### src/rtl/fp_id_extract.sv
// Candidate id extractor: buffers filter-pipeline bit vectors and
// streams out the index of every set bit, lowest first.
module fp_id_extract #(
    parameter int BIT_VEC_SIZE     = 128,
    parameter int BIT_VEC_SIZE_LOG = 7,
    parameter int FIFO_DEPTH       = 2
) (
    input  logic                        clk,
    input  logic                        rst,
    input  logic [BIT_VEC_SIZE-1:0]     vec_in,
    input  logic                        valid_in,
    output logic                        ready_out,
    output logic [BIT_VEC_SIZE_LOG-1:0] id_out,
    output logic                        id_valid,
    input  logic                        id_ready,
    output logic                        id_last,
    output logic                        id_none,
    output logic                        overflow
);

    localparam int PW = (FIFO_DEPTH > 1) ? $clog2(FIFO_DEPTH) : 1;
    localparam int CW = $clog2(FIFO_DEPTH + 1);

    typedef enum logic {
        IDLE,
        EMIT
    } state_e;

    state_e                  state_q, state_d;
    logic [BIT_VEC_SIZE-1:0] w_q, w_d;
    logic [BIT_VEC_SIZE-1:0] mem_q [FIFO_DEPTH];
    logic [PW-1:0]           wr_ptr_q, wr_ptr_d;
    logic [PW-1:0]           rd_ptr_q, rd_ptr_d;
    logic [CW-1:0]           cnt_q, cnt_d;
    logic                    ovf_q, ovf_d;

    logic [BIT_VEC_SIZE-1:0]     w_clr;
    logic [BIT_VEC_SIZE_LOG-1:0] lsb_idx;
    logic                        w_zero, w_one, last_beat;
    logic                        fifo_empty, push, pop, beat_done;

    function automatic logic [PW-1:0] ptr_inc(input logic [PW-1:0] p);
        return (p == PW'(FIFO_DEPTH - 1)) ? '0 : p + PW'(1);
    endfunction

    assign w_clr      = w_q & (w_q - BIT_VEC_SIZE'(1));
    assign w_zero     = (w_q == '0);
    assign w_one      = !w_zero && (w_clr == '0);
    assign last_beat  = w_zero || w_one;
    assign fifo_empty = (cnt_q == '0);
    assign ready_out  = (cnt_q < CW'(FIFO_DEPTH));
    assign push       = valid_in && ready_out;
    assign beat_done  = (state_q == EMIT) && id_ready;
    assign pop        = !fifo_empty &&
                        ((state_q == IDLE) || (beat_done && last_beat));

    assign id_valid = (state_q == EMIT);
    assign id_out   = lsb_idx;
    assign id_last  = id_valid && last_beat;
    assign id_none  = id_valid && w_zero;
    assign overflow = ovf_q;

    // Priority scan for the lowest set bit of the work vector.
    always_comb begin
        lsb_idx = '0;
        for (int k = BIT_VEC_SIZE - 1; k >= 0; k--) begin
            if (w_q[k]) lsb_idx = BIT_VEC_SIZE_LOG'(k);
        end
    end

    // FSM next state and work-register update; last beat reloads W directly.
    always_comb begin
        state_d = state_q;
        w_d     = w_q;
        unique case (state_q)
            IDLE: begin
                if (!fifo_empty) begin
                    state_d = EMIT;
                    w_d     = mem_q[rd_ptr_q];
                end
            end
            EMIT: begin
                if (beat_done) begin
                    if (!last_beat) begin
                        w_d = w_clr;
                    end else if (!fifo_empty) begin
                        w_d = mem_q[rd_ptr_q];
                    end else begin
                        state_d = IDLE;
                        w_d     = '0;
                    end
                end
            end
            default: begin
                state_d = IDLE;
                w_d     = '0;
            end
        endcase
    end

    // FIFO pointer, occupancy and sticky overflow bookkeeping.
    always_comb begin
        wr_ptr_d = push ? ptr_inc(wr_ptr_q) : wr_ptr_q;
        rd_ptr_d = pop ? ptr_inc(rd_ptr_q) : rd_ptr_q;
        cnt_d    = cnt_q;
        unique case ({push, pop})
            2'b10:   cnt_d = cnt_q + CW'(1);
            2'b01:   cnt_d = cnt_q - CW'(1);
            default: cnt_d = cnt_q;
        endcase
        ovf_d = ovf_q || (valid_in && !ready_out);
    end

    // State registers; reset discards W and all buffered vectors.
    always_ff @(posedge clk or negedge rst) begin
        if (!rst) begin
            state_q  <= IDLE;
            w_q      <= '0;
            wr_ptr_q <= '0;
            rd_ptr_q <= '0;
            cnt_q    <= '0;
            ovf_q    <= 1'b0;
            for (int i = 0; i < FIFO_DEPTH; i++) mem_q[i] <= '0;
        end else begin
            state_q  <= state_d;
            w_q      <= w_d;
            wr_ptr_q <= wr_ptr_d;
            rd_ptr_q <= rd_ptr_d;
            cnt_q    <= cnt_d;
            ovf_q    <= ovf_d;
            if (push) mem_q[wr_ptr_q] <= vec_in;
        end
    end

endmodule

### config.mk
export PLATFORM = sky130hd
export DESIGN_NAME = fp_id_extract
export DESIGN_NICKNAME = d
export VERILOG_FILES = /design/src/rtl/fp_id_extract.sv
export SDC_FILE = /design/constraint.sdc
export NUM_CORES = 1
export LEC_CHECK = 0
export CORE_AREA = 2 2 276 196
export CTS_CLUSTER_DIAMETER = 80
export CTS_CLUSTER_SIZE = 14
export DETAILED_ROUTE_END_ITERATION = 16
export DIE_AREA = 0 0 278 198
export SYNTH_ARGS = -nofsm -noshare
export SYNTH_HDL_FRONTEND = slang
export SYNTH_SLANG_ARGS = --single-unit
### constraint.sdc
create_clock -name clk -period 7.5 [get_ports clk]
set_input_delay 2.25 -clock clk [delete_from_list [all_inputs] [get_ports clk]]
set_output_delay 2.25 -clock clk [all_outputs]
set_load 0.1 [all_outputs]
# After elaboration in Yosys (flattened, before gate mapping)
# Cells that the tools add are included.
[totals] reg_bits=390 mem_bits_rw=0 output_inout_bits=12 wordCells=191 latchBits=0 rom_bits=0 inputBits=132 memories=0
[classes] shifts=0 magnitude_cmp=4 n_eq_ne=4 add_sub_neg=5 mux=146 reduce_logical=20 n_bitwise=4 mul=0 n_div=0
[ops] cell="128-bit 2-to-1 mux" n=8
[ops] cell="7-bit 2-to-1 mux" n=128
[ops] cell="256-bit bitwise mux" n=1
[ops] cell="128-bit logical NOT" n=2
[ops] cell="128-bit one-hot mux with 2 select lines" n=1
[ops] cell="128-bit bitwise AND" n=1
[ops] cell="128-bit demux with 1-bit select" n=1
[ops] cell="128-bit by 1-bit subtractor with 128-bit output (second input constant)" n=1
[ops] cell="1-bit logical AND" n=9
[ops] cell="1-bit 2-to-1 mux" n=5
[ops] cell="2-bit greater-or-equal comparator (second input constant)" n=2
[ops] cell="1-bit inverter with 2-bit output" n=2
[ops] cell="2-bit one-hot mux with 2 select lines" n=1
[ops] cell="1-bit logical NOT" n=3
[ops] cell="1-bit logical OR" n=3
[ops] cell="1-bit adder (second input constant)" n=2
[ops] cell="2-bit by 1-bit adder with 2-bit output (second input constant)" n=1
[ops] cell="2-bit by 1-bit equality test with 1-bit output (second input constant)" n=1
[ops] cell="2-bit equality test (second input constant)" n=1
[ops] cell="2-bit logical NOT" n=1
[ops] cell="2-bit by 1-bit < comparator with 1-bit output (second input constant)" n=1
[ops] cell="2-bit < comparator (second input constant)" n=1
[ops] cell="2-bit by 1-bit != test with 1-bit output (second input constant)" n=1
[ops] cell="2-bit != test (second input constant)" n=1
[ops] cell="other kinds (5)" n=5

# Longest topological paths before layout
# Gate-level depths: netlist of the first run.
[depth] depth_word=128 depth_mapped=19

# Worst setup path before layout of the first run
# Ideal clock, no wire load.
[synth_timing] kind="register to output" from="register w_q[55]" to="output port id_last" path_stages_with_launch=12 arrival_ns=4.952 path_buffers=2 setup_slack_ns=0.298 path_cell_list="dfrtp_1 buf_6 or4_4 nor4_2 and4b_1 buf_6 nand2_4 or4_1 a221o_1 a2111oi_4 nand4_1 nor3_1"
[synth_via] elab_chain_cells=6
[synth_lines] element="from (decl)" line_no="30" rtl="logic [BIT_VEC_SIZE-1:0] w_q, w_d;"
[synth_lines] element="from (signal assigned)" line_no="126" rtl="w_q <= w_d;"
[synth_lines] element="128-bit by 1-bit subtractor with 128-bit output" line_no="46" rtl="assign w_clr = w_q & (w_q - BIT_VEC_SIZE'(1));"
[synth_lines] element="128-bit bitwise AND" line_no="46"
[synth_lines] element="128-bit logical NOT" line_no="48" rtl="assign w_one = !w_zero && (w_clr == '0);"
[synth_lines] element="1-bit logical AND" line_no="48"
[synth_lines] element="1-bit logical OR *" line_no="49" rtl="assign last_beat = w_zero || w_one;"
[synth_lines] element="1-bit logical AND *" line_no="59" rtl="assign id_last = id_valid && last_beat;"
[synth_lines] element="to (decl)" line_no="16" rtl="output logic id_last,"
# Mark *: on every way between the ends. The rest lies on a longest branch, timed or not.

# Worst setup path after layout of the first run
[layout_timing] from="register w_q[59]" to="output port id_last"
# Same word-level chain as after synthesis.

==> results.sh, run 1 <==
export IMPL_ys_top_cells_by_area="dfrtp_1 47%, mux2_2 14%, mux2i_1 6.6%"
export IMPL_drv_cap=0
export IMPL_r2r_slack_ns=2.04
export IMPL_power_per_cell_area_nw_per_um2=178
export IMPL_crit_type="reg -> out"
export IMPL_htree_levels=2
export IMPL_num_io_pins=144
export IMPL_dp_final_hpwl_mm=47.5
export IMPL_drive_gt1_frac=0.237
export IMPL_timing_rr_start="w_q[112]$_DFFE_PN0P_"
export IMPL_hold_start="overflow$_DFF_PN0_"
export IMPL_synth_seq_cells=390
export IMPL_crit_path_end_kind="output pin"
export IMPL_syn_avg_cell_area_um2=11.0
export IMPL_drcViolationCount=0
export IMPL_die_area_um2=55000
export IMPL_relSlewSlack=0.209
export IMPL_yosysWarnings=0
export IMPL_r2r_cells=14
export IMPL_drt_pass1_iter_count=6
export IMPL_core_area_um2=52900
export IMPL_finalMaxSlewViolations=0
export IMPL_min_period_ns=7.30
export IMPL_whs_path_depth=1
export IMPL_avgRoutedWirePerCell_um=24.2
export IMPL_gr_total_overflow=0
export IMPL_syn_cell_area_um2=20800
export IMPL_drt_vias_per_instance=6.00
export IMPL_synth_seq_area_share=0.470
export IMPL_nets=2134
export IMPL_cts_root_buf="clkbuf_16"
export IMPL_numClockSinks=390
export IMPL_post_route_period_util=0.973
export IMPL_finalHoldViolations=0
export IMPL_cp_required_ns=5.25
export IMPL_wl_mm=65.4
export IMPL_io_buffers=143
export IMPL_ys_flop_type="dfrtp_1"
export IMPL_netlist_area_leader_share=0.470
export IMPL_finalPower_mw=4.27
export IMPL_die_y_um=198
export IMPL_die_x_um=278
export IMPL_ant_nets=0
export IMPL_cts_inserted_buffers=34
export IMPL_clk_pin_slew_ns=0.07
export IMPL_drt_initial_drc_count=1790
export IMPL_areaGrowthSynthToFinish_pct=15.5
export IMPL_hold_end="overflow$_DFF_PN0_"
export IMPL_synth_enable_flop_cells=0
export IMPL_fmax_mhz=137
export IMPL_worst_pin_slew_ns=1.19
export IMPL_grt_pass1_wl_mm=100
export IMPL_arrival_ns=5.05
export IMPL_finClkSkew_ns=0.0282
export IMPL_cts_tree="done"
export IMPL_initial_core_util=0.393
export IMPL_clk_latency_ns=0.56
export IMPL_worstReg2RegEnd="cnt_q[1]$_DFFE_PN0P_"
export IMPL_vias=16211
export IMPL_finalSetupViolations=0
export IMPL_outcome="finished, final reports clean"
export IMPL_grtUsageTotal=0.237
export IMPL_antenna_found_initial=2
export IMPL_rsz0062_at_grt="false"
export IMPL_crit_fanout=7
export IMPL_postSynthCellCount=1893
export IMPL_synth_cell_types=82
export IMPL_grt_max_degree=169
export IMPL_tns_ns=0
export IMPL_start_kind="flip-flop"
export IMPL_antenna_cells=0
export IMPL_clock_path_buffers=3
export IMPL_leakage_nw=10.2
export IMPL_synthArstFlopShare=1.00
export IMPL_hp_class="reg -> reg"
export IMPL_gp_congestion=0.985
export IMPL_grt_pass1_vias=15956
export IMPL_synth_nets=2026
export IMPL_rows=71
export IMPL_ir_drop_uv=129
export IMPL_netlist_top_cell_by_area="dfrtp_1"
==> cells in the final DEF (no fill, tap or decap), types with 19 or more instances in the layout <==
master and instances:
a21oi_1 112, a31oi_1 22, buf_4 48, clkbuf_16 37, clkdlybuf4s50_1 136, dfrtp_1 388, inv_1 66, mux2_2 258
mux2i_1 136, nand2_1 62, nand3_1 31, nand4_1 30, nor2_1 127, nor3_1 36, nor4_1 32, o21ai_0 138
o21ai_2 19, o22ai_2 49, o31ai_1 25
==> sequential cells by signal, summed over array words and instances, names as in the netlist <==
signal,count
mem_q,256
cnt_q,2
overflow,1
wr_ptr_q,1
rd_ptr_q,1
id_valid,1
w_q,128
==> worst max-delay path by stage <==
stage,from,endpoint,slack (ns)
after CTS,w_q[2]$_DFFE_PN0P_,id_last,0.04
after floorplan,w_q[55]$_DFFE_PN0P_,id_last,0.30
after global routing,w_q[112]$_DFFE_PN0P_,id_last,0.01
final,w_q[59]$_DFFE_PN0P_,id_last,0.20
after detailed placement,w_q[2]$_DFFE_PN0P_,id_last,0.56
after global placement,w_q[112]$_DFFE_PN0P_,id_last,0.69
==> stage by stage <==
stage | worst slack, ns | hold WS, ns | instance area [um^2] | std cells | utilization
after global placement | 0.690 | 0.455 | 23000 | 2656 | 0.434
after CTS | 0.0401 | 0.475 | 24000 | 2699 | 0.453
after global routing | 0.0106 | 0.511 | 24000 | 2700 | 0.454
after detailed placement | 0.557 | 0.464 | 23000 | 2656 | 0.434
after floorplan | 0.298 | 0.469 | 20800 | 1893 | -
final | 0.200 | 0.478 | 24000 | 2700 | 0.454
==> logic make-up after synthesis <==
logic type | Yosys count | synth area share
AO/OA/AOI/OAI | 487 | 0.164
XOR/XNOR | 5 | 0.00247
adder cells (fa/ha/maj) | 7 | 0.00349
buffers and inverters | 186 | 0.0388
flip-flops | 390 | 0.470
multiplexers | 394 | 0.205
AND/OR/NAND/NOR | 424 | 0.116
==> cell usage after synthesis, drive strengths merged, types with 4 or more instances <==
| master | number |
|---|---|
| o41ai | 6 |
| nand4 | 34 |
| or3 | 8 |
| o31ai | 25 |
| a22oi | 8 |
| o22ai | 51 |
| nor4 | 54 |
| buf | 29 |
| o211ai | 5 |
| o21ai | 159 |
| o31a | 5 |
| a31oi | 23 |
| a21oi | 113 |
| maj3 | 6 |
| o21a | 16 |
| inv | 67 |
| nor3 | 37 |
| nand2 | 63 |
| or2 | 7 |
| xnor2 | 5 |
| nor2 | 129 |
| a211oi | 4 |
| nand3 | 35 |
| nand2b | 12 |
| o221ai | 8 |
| dfrtp | 390 |
| mux2 | 258 |
| a2111oi | 12 |
| mux2i | 136 |
| clkbuf | 90 |
| and3 | 7 |
| o2111ai | 8 |
| o311ai | 5 |
| or4 | 16 |
| and4 | 9 |
| a21boi | 7 |
==> power breakdown <==
group          total, mW  switching [mW]  internal, mW  leakage [nW]
clock network       1.70           0.773         0.930         0.490
registers           2.13          0.0223          2.11          5.26
logic              0.438           0.292         0.145          4.47
==> layer usage <==
layer / vias to the layer above / global-route usage / part of all wire
met5: - / 0 / 0
met4: 0 / 0.0517 / 0.018
met3: 80 / 0.0572 / 0.084
met2: 600 / 0.324 / 0.40
met1: 8236 / 0.373 / 0.50
li1: 7295 / - / -
==> timing repair <==
item,4_1_cts,5_1_grt
pin swaps,1,1
gates resized for setup,0,5
hold buffers,0,0
endpoints found under the setup margin,1,1
cloned,1,0
setup buffers,0,1
==> critical path, stage by stage (launching register included) <==
cell,delay [ns]
dfrtp_1,0.47
or4_1,0.62
nor4_2,0.38
and4b_1,0.55
buf_4,0.23
a31oi_1,0.10
a2111o_1,0.40
a2111oi_0,0.48
and4_1,0.33
nand4_1,0.26
nor3_1,0.44
buf_12,0.23
==> cell type report <==
cell class / count / area, um^2
inverter: 67 / 251
clock buffer: 40 / 957
sequential: 390 / 9760
multi-input combinational: 1318 / 10300
clock inverter: 2 / 38.8
fill: 4894 / 28900
timing repair buffer: 190 / 1840
tap: 693 / 867
No activity file was read; power rests on OpenSTA's default activity.
==> run 2, diff against run 1 <==
--- a/config.mk
+++ b/config.mk
@@ -5,11 +5,11 @@
 export SDC_FILE = /design/constraint.sdc
 export NUM_CORES = 1
 export LEC_CHECK = 0
-export CORE_AREA = 2 2 276 196
+export CORE_AREA = 2 2 231 233
 export CTS_CLUSTER_DIAMETER = 80
 export CTS_CLUSTER_SIZE = 14
 export DETAILED_ROUTE_END_ITERATION = 16
-export DIE_AREA = 0 0 278 198
+export DIE_AREA = 0 0 233 235
 export SYNTH_ARGS = -nofsm -noshare
 export SYNTH_HDL_FRONTEND = slang
 export SYNTH_SLANG_ARGS = --single-unit
==> run 2 against run 1 <==
- clock power hardly changed
- largest cell class unchanged
- sequential cell count is the same
- largest power group unchanged
- total power down 0.21%
- setup slack got worse by 0.095 ns
- final area shrank 0.69%
==> results.sh, run 2 (synthesized netlist as in run 1, its figures left out) <==
export IMPL_outcome="finished, final reports clean"
export IMPL_seq_area_um2=9770
export IMPL_post_route_period_util=0.986
export IMPL_largest_reg_flops=256
export IMPL_vias=16024
export IMPL_ir_drop_uv=274
export IMPL_tns_ns=0
export IMPL_cts_hold_buf=0
export IMPL_timing_rr_start="w_q[47]$_DFFE_PN0P_"
export IMPL_final_cell_mix="388 x dfrtp_1, 258 x mux2_2, 139 x o21ai_0"
export IMPL_finalMaxSlewViolations=0
export IMPL_finalSetupViolations=0
export IMPL_antenna_found_initial=2
export IMPL_r2r_cells=14
export IMPL_regMostFlops="mem_q"
export IMPL_crit_path_end_kind="output pin"
export IMPL_gp_congestion=0.989
export IMPL_cts_root_buf="clkbuf_16"
export IMPL_drt_pass1_iter_count=5
export IMPL_timing_final_ws_setup_ns=0.105
export IMPL_multi_input_area_um2=10200
export IMPL_gr_total_overflow=0
export IMPL_power_per_cell_area_nw_per_um2=179
export IMPL_die_area_um2=54800
export IMPL_dp_final_hpwl_mm=45.3
export IMPL_cp_required_ns=5.25
export IMPL_drt_vias_per_instance=5.97
export IMPL_dpl_worst_slack_ns=0.711
export IMPL_drive_gt1_frac=0.230
export IMPL_worstReg2RegEnd="cnt_q[1]$_DFFE_PN0P_"
export IMPL_relSlewSlack=0.294
export IMPL_hold_start="overflow$_DFF_PN0_"
export IMPL_hold_end="overflow$_DFF_PN0_"
export IMPL_htree_levels=2
export IMPL_die_x_um=233
export IMPL_nets=2119
export IMPL_nFillCells=4854
export IMPL_crit_type="reg -> out"
export IMPL_layout_commonest_cell="dfrtp_1"
export IMPL_worst_pin_slew_ns=1.03
export IMPL_drcViolationCount=0
export IMPL_hp_class="reg -> reg"
export IMPL_clock_path_buffers=3
export IMPL_grtUsageTotal=0.232
export IMPL_finalHoldViolations=0
export IMPL_core_area_um2=52200
export IMPL_die_y_um=235
export IMPL_rsz0062_at_grt="false"
export IMPL_wl_mm=63.2
export IMPL_avgRoutedWirePerCell_um=23.6
export IMPL_leakage_nw=10.1
export IMPL_rows=84
export IMPL_drv_cap=0
export IMPL_drt_initial_drc_count=1426
export IMPL_initial_core_util=0.398
export IMPL_clk_latency_ns=0.55
export IMPL_finClkSkew_ns=0.0218
export IMPL_grt_pass1_vias=16243
export IMPL_numClockSinks=390
export IMPL_grt_pass1_wl_mm=98.6
export IMPL_biggestRegsByFlops="mem_q (256), w_q (128), cnt_q (2)"
export IMPL_ant_nets=0
export IMPL_num_io_pins=144
export IMPL_fmax_mhz=135
export IMPL_crit_fanout=11
export IMPL_antenna_cells=0
export IMPL_whs_path_depth=1
export IMPL_cts_inserted_buffers=35
export IMPL_cts_tree="done"
export IMPL_grt_max_degree=129
export IMPL_areaGrowthSynthToFinish_pct=14.7
export IMPL_r2r_slack_ns=2.22
export IMPL_io_buffers=143
export IMPL_clk_pin_slew_ns=0.06
export IMPL_start_kind="flip-flop"
export IMPL_min_period_ns=7.39
export IMPL_arrival_ns=5.14
-- run 2: cell types whose count changed in the layout (fill, tap and decap cells not counted), moves of 2 or more --
cell        previous run  this run
buf_12                 5         2
clkinv_4               0         2
clkinvlp_4             0         2
buf_4                 48        35
-- run 2: layout make-up --
cell class,count,share of cell area
tap,688,0.0361
inverter,67,0.0106
timing repair buffer,175,0.0709
clock buffer,40,0.0398
clock inverter,5,0.00263
multi-input combinational,1317,0.430
sequential,390,0.410
-- run 2: where the power goes --
group / switching [mW] / internal [mW] / leakage [nW] / total, mW
registers: 0.0196 / 2.11 / 5.26 / 2.13
clock network: 0.779 / 0.927 / 0.488 / 1.71
logic: 0.289 / 0.140 / 4.37 / 0.429
total: 1.09 / 3.18 / 10.1 / 4.26
-- run 2: worst max path at each step --
stage               to  slack, ns           startpoint  cells past startpoint
3_3_place_gp   id_last       0.74  w_q[58]$_DFFE_PN0P_                     11
5_1_grt        id_last       0.02   w_q[2]$_DFFE_PN0P_                     12
3_5_place_dp   id_last       0.71   w_q[2]$_DFFE_PN0P_                     12
4_1_cts        id_last       0.10   w_q[2]$_DFFE_PN0P_                     12
2_1_floorplan  id_last       0.30  w_q[55]$_DFFE_PN0P_                     11
6_report       id_last       0.11  w_q[47]$_DFFE_PN0P_                     12
-- run 2: what timing repair did --
| action | 4_1_cts | 5_1_grt |
|---|---|---|
| buffers inserted | 0 | 0 |
| setup endpoints to repair | 0 | 1 |
| gates resized for setup | 0 | 2 |
-- run 2: layer usage --
metal | routed length [um] | vias to the layer above | global-route usage
met4 | 1790 | 4 | 0.0677
met3 | 3790 | 96 | 0.0419
met5 | 25 | - | 0
li1 | - | 7249 | -
met2 | 28900 | 524 | 0.358
met1 | 28800 | 8151 | 0.332
-- run 2: worst max-delay path, stage by stage, from the launching register on --
cell       delay, ns
dfrtp_1         0.45
nor4_2          0.66
and4_1          0.49
and3_1          0.23
buf_4           0.23
nand2_1         0.20
a2111oi_1       0.84
nand4_1         0.18
nor4_1          0.45
nand4_1         0.31
nor3_1          0.22
buf_4           0.17
buf_12          0.17
-- run 2: through the flow --
step | power [mW] | utilization | instances | cell area (um^2) | hold WS [ns]
finish | 4.26 | 0.456 | 2682 | 23800 | 0.469
global route | 4.43 | 0.456 | 2682 | 23800 | 0.496
CTS | 4.32 | 0.456 | 2682 | 23800 | 0.465
detailed placement | 2.60 | 0.437 | 2637 | 22800 | 0.448
global placement | 2.60 | 0.437 | 2637 | 22800 | 0.448
floorplan | 2.38 | - | 1893 | 20800 | 0.469
